### src/rtl/mem_port_arbiter.sv
// Two-requester arbiter for a single unified memory port: grants CPU or loader,
// holds the strobe for LAT cycles, returns read data and pulses the owner's ready.
module mem_port_arbiter #(
  parameter int AW       = 32,
  parameter int DW       = 32,
  parameter int LAT      = 1,
  parameter int CPU_PRIO = 0
) (
  input  logic          clk,
  input  logic          rst,
  input  logic          c_req,
  input  logic          c_wr,
  input  logic [AW-1:0] c_addr,
  input  logic [DW-1:0] c_wdata,
  output logic [DW-1:0] c_rdata,
  output logic          c_ready,
  input  logic          l_req,
  input  logic          l_wr,
  input  logic [AW-1:0] l_addr,
  input  logic [DW-1:0] l_wdata,
  output logic [DW-1:0] l_rdata,
  output logic          l_ready,
  output logic [AW-1:0] m_addr,
  output logic [DW-1:0] m_wdata,
  output logic          m_rd,
  output logic          m_wr,
  input  logic [DW-1:0] m_rdata,
  output logic          busy,
  output logic          owner
);

  localparam int CW = $clog2(LAT + 1);

  typedef enum logic [1:0] {
    IDLE   = 2'd0,
    ACCESS = 2'd1,
    DONE   = 2'd2
  } state_t;

  state_t        state;
  state_t        state_nx;
  logic [CW-1:0] cnt;
  logic          wr_l;
  logic          last;
  logic          any_req;
  logic          pick_l;

  assign any_req = c_req | l_req;

  // On a tie the loader wins only in round-robin mode when the CPU went last.
  always_comb begin
    pick_l = 1'b0;
    if (l_req && !c_req) begin
      pick_l = 1'b1;
    end else if (l_req && c_req) begin
      pick_l = (CPU_PRIO == 0) && !last;
    end
  end

  always_ff @(posedge clk or posedge rst) begin
    if (rst) begin
      state <= IDLE;
    end else begin
      state <= state_nx;
    end
  end

  always_comb begin
    state_nx = state;
    case (state)
      IDLE:    if (any_req) state_nx = ACCESS;
      ACCESS:  if (cnt == '0) state_nx = DONE;
      DONE:    state_nx = IDLE;
      default: state_nx = IDLE;
    endcase
  end

  always_ff @(posedge clk or posedge rst) begin
    if (rst) begin
      m_addr  <= '0;
      m_wdata <= '0;
      wr_l    <= 1'b0;
      owner   <= 1'b0;
      last    <= 1'b1;
      cnt     <= '0;
      c_rdata <= '0;
      l_rdata <= '0;
    end else begin
      case (state)
        IDLE: begin
          if (any_req) begin
            owner   <= pick_l;
            m_addr  <= pick_l ? l_addr  : c_addr;
            m_wdata <= pick_l ? l_wdata : c_wdata;
            wr_l    <= pick_l ? l_wr    : c_wr;
            cnt     <= CW'(LAT - 1);
          end
        end
        ACCESS: begin
          if (cnt != '0) begin
            cnt <= cnt - CW'(1);
          end else if (!wr_l) begin
            if (owner) l_rdata <= m_rdata;
            else       c_rdata <= m_rdata;
          end
        end
        DONE: begin
          last <= owner;
        end
        default: ;
      endcase
    end
  end

  // Handshake outputs depend only on registered state, never on requester inputs.
  assign m_rd    = (state == ACCESS) && !wr_l;
  assign m_wr    = (state == ACCESS) &&  wr_l;
  assign busy    = (state != IDLE);
  assign c_ready = (state == DONE) && !owner;
  assign l_ready = (state == DONE) &&  owner;

endmodule

### config.mk
export PLATFORM = sky130hd
export DESIGN_NAME = mem_port_arbiter
export DESIGN_NICKNAME = d
export VERILOG_FILES = /design/src/rtl/mem_port_arbiter.sv
export SDC_FILE = /design/constraint.sdc
export NUM_CORES = 1
export LEC_CHECK = 0
export CELL_PAD_IN_SITES_DETAIL_PLACEMENT = 1
export CELL_PAD_IN_SITES_GLOBAL_PLACEMENT = 1
export CORE_UTILIZATION = 32
export DETAILED_ROUTE_END_ITERATION = 8
export GPL_TIMING_DRIVEN = 1
export HOLD_SLACK_MARGIN = 0.08
export PLACE_DENSITY = 0.89
export SKIP_LAST_GASP = 1
export SLEW_MARGIN = 20
export SYNTH_ARGS = -nofsm -noshare
export SYNTH_HDL_FRONTEND = slang
export SYNTH_SLANG_ARGS = --single-unit
### constraint.sdc
create_clock -name clk -period 5.9 [get_ports clk]
set_input_delay 1.18 -clock clk [delete_from_list [all_inputs] [get_ports clk]]
set_output_delay 1.18 -clock clk [all_outputs]
set_load 0.05 [all_outputs]
==> impl_metrics.tcl, run 1 <==
set metrics [dict create \
    drt_first_pass_iters 4 \
    place_area_um2 9240 \
    path_cells "clkdlybuf4s50_1 > a21bo_4 > buf_4 > mux2_4 > mux2_4" \
    dp_hpwl_um 13700 \
    grt_pass1_vias 5082 \
    multi_input_area_um2 2580 \
    grt_util_all_layers_pct 19.4 \
    nets 832 \
    synth_area_leaders "dfrtp_1, mux2_2, mux2_4, buf_4, buf_6" \
    path_clk_slew_ns 0.06 \
    yosys_register_bits 133 \
    path_buf_inv 2 \
    slew_violations 0 \
    worstPathMaxFanout 51 \
    syn_nets 531 \
    grt_pass1_wl_um 28600 \
    synthesis.area_um2 6070 \
    critPathArrivalTime_ns 3.53 \
    pwr-share-comb_pct 58.4 \
    grt_remaining_overflow 0 \
    max-vdd-ir-drop_uv 272 \
    ctsResizeCount 0 \
    relSlewSlack_pct 38.0 \
    cp.required_ns 6.19 \
    start_util_pct 33.2 \
    cellPowerDensity_nw_per_um2 678 \
    fin_util_pct 54.0 \
    ys_top_cells_by_count "dfrtp_1, mux2_2, mux2_4, buf_4, buf_2" \
    ys.flop_type "dfrtp_1" \
    fillCellCount 1777 \
    drc 0 \
    ant_nets 0 \
    area_growth_pct 62.5 \
    synth.distinct_cells 19 \
    clockRootBuffer "clkbuf_16" \
    viasPerCell 4.67 \
    synth_area_per_cell_um2 16.6 \
    wl_um 18200 \
    worst_path_most_repeated_cell "mux2_4" \
    portBuffers 299 \
    hold_viol 0 \
    seq_power_share_pct 25.0 \
    dieArea_um2 19500 \
    status "finished, final reports clean" \
    place_congestion 0.779 \
    regArea_um2 3330 \
    max_freq_mhz 309 \
    max_stage_delay_ns 0.74 \
    antenna_found_initial 2 \
    cts_tree "done" \
    dpl.cell_count 876 \
    wire_per_inst_um 20.0 \
    io_pins 300 \
    start_kind "input pin" \
    cts_setup_buffers 0 \
    swShare_pct 45.7 \
    die_x_um 140 \
    synth_edf_count 0 \
    fin_crit_sh_pct 54.8 \
    finalPower_mw 6.68 \
    clkLatencyLatePin_ns 0.42 \
    p_leak_nw 4.19 \
    rows 49 \
    clockBufferDepth 2 \
    async_reset_ff_share_pct 100 \
    die_y_um 140 \
    finalSetupViolCount 0 \
    crit_slowest_cell "a21bo_4" \
    synth_top_cell_area_share_pct 54.4 \
    finalNonFillerCells 909 \
    synth_warnings 0 \
    core_um2 18300 \
    setup_tns_ns 0 \
    syn_inst 365 \
    rsz0062_at_grt "no" \
    worstHoldPathType "reg2reg" \
    p_int_mw 3.63 \
    hold_buffers 0 \
    synth_seq_area_share_pct 54.9 \
    endpoint_kind "flop" \
    cts-buffers-inserted 17 \
    fin_crit_ns 3.23 \
    maxCapViolCount 0 \
    skew_ns 0.00790 \
    clock_sinks 133 \
    tightest_slew_ns 0.930 \
    final_layout_size_suffix_gt1_share_pct 34.2 \
    cp_top_family "buffers and inverters" \
    p_clk_share_pct 16.5 \
    design_area_um2 9860 \
    synth_top_cell_by_area "dfrtp_1" \
    drt-initial-drc-count 70 \
    power.net_switching_mw 3.05 \
    synth.most_common_cell "dfrtp_1" \
    htreeDepth 4 \
    grt_max_degree 92 \
    vias 4242 \
    worstSetupPathType "in2reg" \
]
[per-stage QoR]
step,hold WS [ns],setup WS (ns)
3_5_place_dp,0.479,2.26
4_1_cts,0.493,2.71
6_report,0.487,2.67
3_3_place_gp,0.468,2.35
5_1_grt,0.522,2.59
2_1_floorplan,0.475,1.17
[layout by cell type (no fill, tap or decap)]
master / Yosys / final
mux2_1: 4 / 4
nor3b_2: 1 / 1
buf_4: 9 / 5
clkinv_2: 0 / 1
a21o_1: 1 / 1
nor2_1: 3 / 3
nand2b_1: 1 / 1
clkbuf_16: 0 / 17
clkinvlp_4: 0 / 4
inv_1: 3 / 2
and2_1: 3 / 3
a21bo_4: 0 / 1
nor2b_1: 1 / 1
mux2_4: 78 / 78
dfrtp_1: 132 / 132
clkdlybuf4s50_1: 0 / 299
o22ai_1: 1 / 1
o21a_4: 0 / 1
diode_2: 0 / 1
dfstp_2: 1 / 1
bufinv_16: 0 / 3
inv_8: 0 / 2
mux2_2: 112 / 112
inv_6: 0 / 6
[power by group through the flow]
stage	clock network (mW)	logic (mW)	registers (mW)
2_1_floorplan	0	1.07	3.22
3_3_place_gp	0	3.85	1.65
3_5_place_dp	0	3.94	1.68
4_1_cts	1.14	3.94	1.68
5_1_grt	1.18	4.05	1.74
6_report	1.11	3.90	1.67
[flip-flops by register name, indices dropped and copies added, names as in the netlist]
register / cells
c_rdata: 32
l_rdata: 32
m_addr: 32
m_wdata: 32
state: 2
last: 1
owner: 1
wr_l: 1
[final timing paths]
| check | start | end | slack [ns] | cells after the start |
|---|---|---|---|---|
| worst max register to register | last | m_addr[10] | 3.42 | 4 |
| min in group asynchronous | rst | c_rdata[24] | 1.33 | 2 |
| worst max-delay path | c_req | m_addr[10] | 2.67 | 5 |
| max in group asynchronous | rst | l_rdata[11] | 3.44 | 3 |
| worst min-delay path | l_rdata[26] | l_rdata[26] | 0.49 | 1 |
| worst min register to register | l_rdata[26] | l_rdata[26] | 0.49 | 1 |
[worst reg2reg max path, cell delays in order, from the launching register on]
cell and delay, ns:
dfstp_2 0.55, a21bo_4 0.72, buf_4 0.49, mux2_4 0.35, mux2_4 0.26
[cell type report]
class,count,area share [%]
tap,229,2.91
clock buffer,17,4.31
multi-input combinational,207,26.1
inverter,3,0.165
sequential,133,33.8
clock inverter,15,1.94
timing repair buffer,304,30.7
antenna,1,0.0254
[cell families after synthesis]
family	after synthesis	synth area share, %
mux	194	40.8
buf+inv	25	2.89
compound gates	4	0.516
flops	133	54.9
simple gates	9	0.907
[per-layer routing]
metal / global-route usage, % / up-vias / routed length, um
met3: 6.78 / 33 / 1320
met5: 0 / - / 0
li1: - / 1902 / -
met1: 20.1 / 2101 / 6660
met4: 8.50 / 0 / 477
met2: 35.2 / 206 / 9710
No activity file was read; power rests on OpenSTA's default activity.
==> run 2, diff against run 1 <==
--- a/config.mk
+++ b/config.mk
@@ -7,11 +7,11 @@
 export LEC_CHECK = 0
 export CELL_PAD_IN_SITES_DETAIL_PLACEMENT = 1
 export CELL_PAD_IN_SITES_GLOBAL_PLACEMENT = 1
-export CORE_UTILIZATION = 32
+export CORE_UTILIZATION = 29
 export DETAILED_ROUTE_END_ITERATION = 8
 export GPL_TIMING_DRIVEN = 1
 export HOLD_SLACK_MARGIN = 0.08
-export PLACE_DENSITY = 0.89
+export PLACE_DENSITY = 0.85
 export SKIP_LAST_GASP = 1
 export SLEW_MARGIN = 20
 export SYNTH_ARGS = -nofsm -noshare
==> constraint.sdc (replaced) <==
create_clock -name clk -period 2.8 [get_ports clk]
set_input_delay 0.56 -clock clk [delete_from_list [all_inputs] [get_ports clk]]
set_output_delay 0.56 -clock clk [all_outputs]
set_load 0.05 [all_outputs]
==> impl_metrics.tcl, run 2 (synthesis results as in run 1) <==
set metrics [dict create \
    core_um2 20400 \
    clkLatencyLatePin_ns 0.41 \
    cts_tree "done" \
    place_area_um2 9410 \
    cp.required_ns 2.24 \
    p_leak_nw 4.24 \
    rsz0062_at_grt "no" \
    wl_um 17300 \
    slew_violations 0 \
    clock_sinks 133 \
    grt_remaining_overflow 0 \
    antenna_found_initial 0 \
    fin_crit_sh_pct 90.5 \
    worstSetupPathType "reg2out" \
    htreeDepth 4 \
    portBuffers 299 \
    final_layout_size_suffix_gt1_share_pct 34.8 \
    clockRootBuffer "clkbuf_16" \
    max_freq_mhz 395 \
    nets 840 \
    skew_ns 0.0148 \
    critPathArrivalTime_ns 1.97 \
    vias 4237 \
    place_congestion 0.784 \
    setup_ws_ns 0.265 \
    diodes 0 \
    path_cells "nand2b_1 > nor2_1 > clkdlybuf4s50_1" \
    ant_nets 0 \
    dieArea_um2 21500 \
    cts_setup_buffers 0 \
    maxCapViolCount 0 \
    tightest_slew_ns 0.628 \
    grt_pass1_vias 4900 \
    seq_power_share_pct 24.9 \
    area_growth_pct 65.1 \
    endpoint_kind "output pin" \
    grt_util_all_layers_pct 16.8 \
    viasPerCell 4.43 \
    hold_buffers 0 \
    clockBufferDepth 2 \
    p_int_mw 7.71 \
    dp_worst_setup_slack_ns 0.340 \
    drt-initial-drc-count 64 \
    power.net_switching_mw 6.38 \
    crit_slowest_cell "clkdlybuf4s50_1" \
    finalSetupViolCount 0 \
    grt_pass1_wl_um 27600 \
    die_x_um 147 \
    max_stage_delay_ns 0.87 \
    drt_first_pass_iters 3 \
    die_y_um 147 \
    dpl.cell_count 925 \
    status "finished, final reports clean" \
    design_area_um2 10000 \
    grt_max_degree 69 \
    multi_input_area_um2 2580 \
    start_util_pct 29.8 \
    p_clk_share_pct 16.2 \
    fin_crit_ns 2.53 \
    max-vdd-ir-drop_uv 676 \
    pwr-share-comb_pct 58.9 \
    worstHoldPathType "reg2reg" \
    finalPower_mw 14.1 \
    worstPathMaxFanout 4 \
    hold_viol 0 \
    cts-buffers-inserted 17 \
    swShare_pct 45.3 \
    drc 0 \
    ctsResizeCount 0 \
    start_kind "flop" \
    regArea_um2 3330 \
    setup_tns_ns 0 \
    io_pins 300 \
    finalNonFillerCells 957 \
    path_clk_slew_ns 0.06 \
    fillCellCount 2028 \
    rows 52 \
    final_common_cell "clkdlybuf4s50_1" \
    cellPowerDensity_nw_per_um2 1410 \
    dp_hpwl_um 13300 \
    wire_per_inst_um 18.1 \
    final_cell_mix "clkdlybuf4s50_1, dfrtp_1, mux2_2, mux2_4, clkbuf_16" \
    relSlewSlack_pct 58.0 \
]
[run 2: power groups by stage]
| stage | combinational [mW] | clock [mW] | sequential [mW] |
|---|---|---|---|
| 6_report | 8.29 | 2.28 | 3.51 |
| 3_5_place_dp | 8.37 | 0 | 3.54 |
| 5_1_grt | 8.60 | 2.44 | 3.64 |
| 2_1_floorplan | 2.25 | 0 | 6.79 |
| 3_3_place_gp | 8.22 | 0 | 3.48 |
| 4_1_cts | 8.38 | 2.36 | 3.53 |
[run 2: path summary, 6_finish.rpt]
path                             start           to  slack [ns]  cells after the start
setup / recovery              state[0]      l_ready        0.27                      3
hold / removal             c_rdata[30]  c_rdata[30]        0.49                      1
setup reg to reg                  last   m_wdata[8]        0.92                      4
hold reg to reg            c_rdata[30]  c_rdata[30]        0.49                      1
max in group asynchronous          rst         last        1.76                      3
min in group asynchronous          rst   m_addr[18]        0.63                      3
[run 2: layout make-up]
type	count	area share, %
Sequential cell	133	33.2
Clock buffer	18	4.28
Tap cell	270	3.37
Clock inverter	14	1.76
Inverter	3	0.150
Timing Repair Buffer	312	31.5
Multi-Input combinational cell	207	25.7
[run 2: worst max-delay path, delay by kind of cell (launching register included)]
kind / cells / cell delay [ns]
simple gates: 2 / 0.31
flops: 1 / 0.40
buf+inv: 1 / 0.87
[run 2: routing by layer]
layer	vias to the layer above	wire (um)	track usage [%]
met5	-	0	0
met4	0	389	6.46
met3	30	1270	5.22
met2	201	9010	29.7
met1	2094	6670	18.7
li1	1912	-	-
[run 2: metrics by stage]
stage	utilization [%]	hold WS [ns]
floorplan	-	0.475
global placement	46.2	0.466
detailed placement	46.2	0.481
CTS	49.2	0.494
global route	49.2	0.512
finish	49.2	0.491
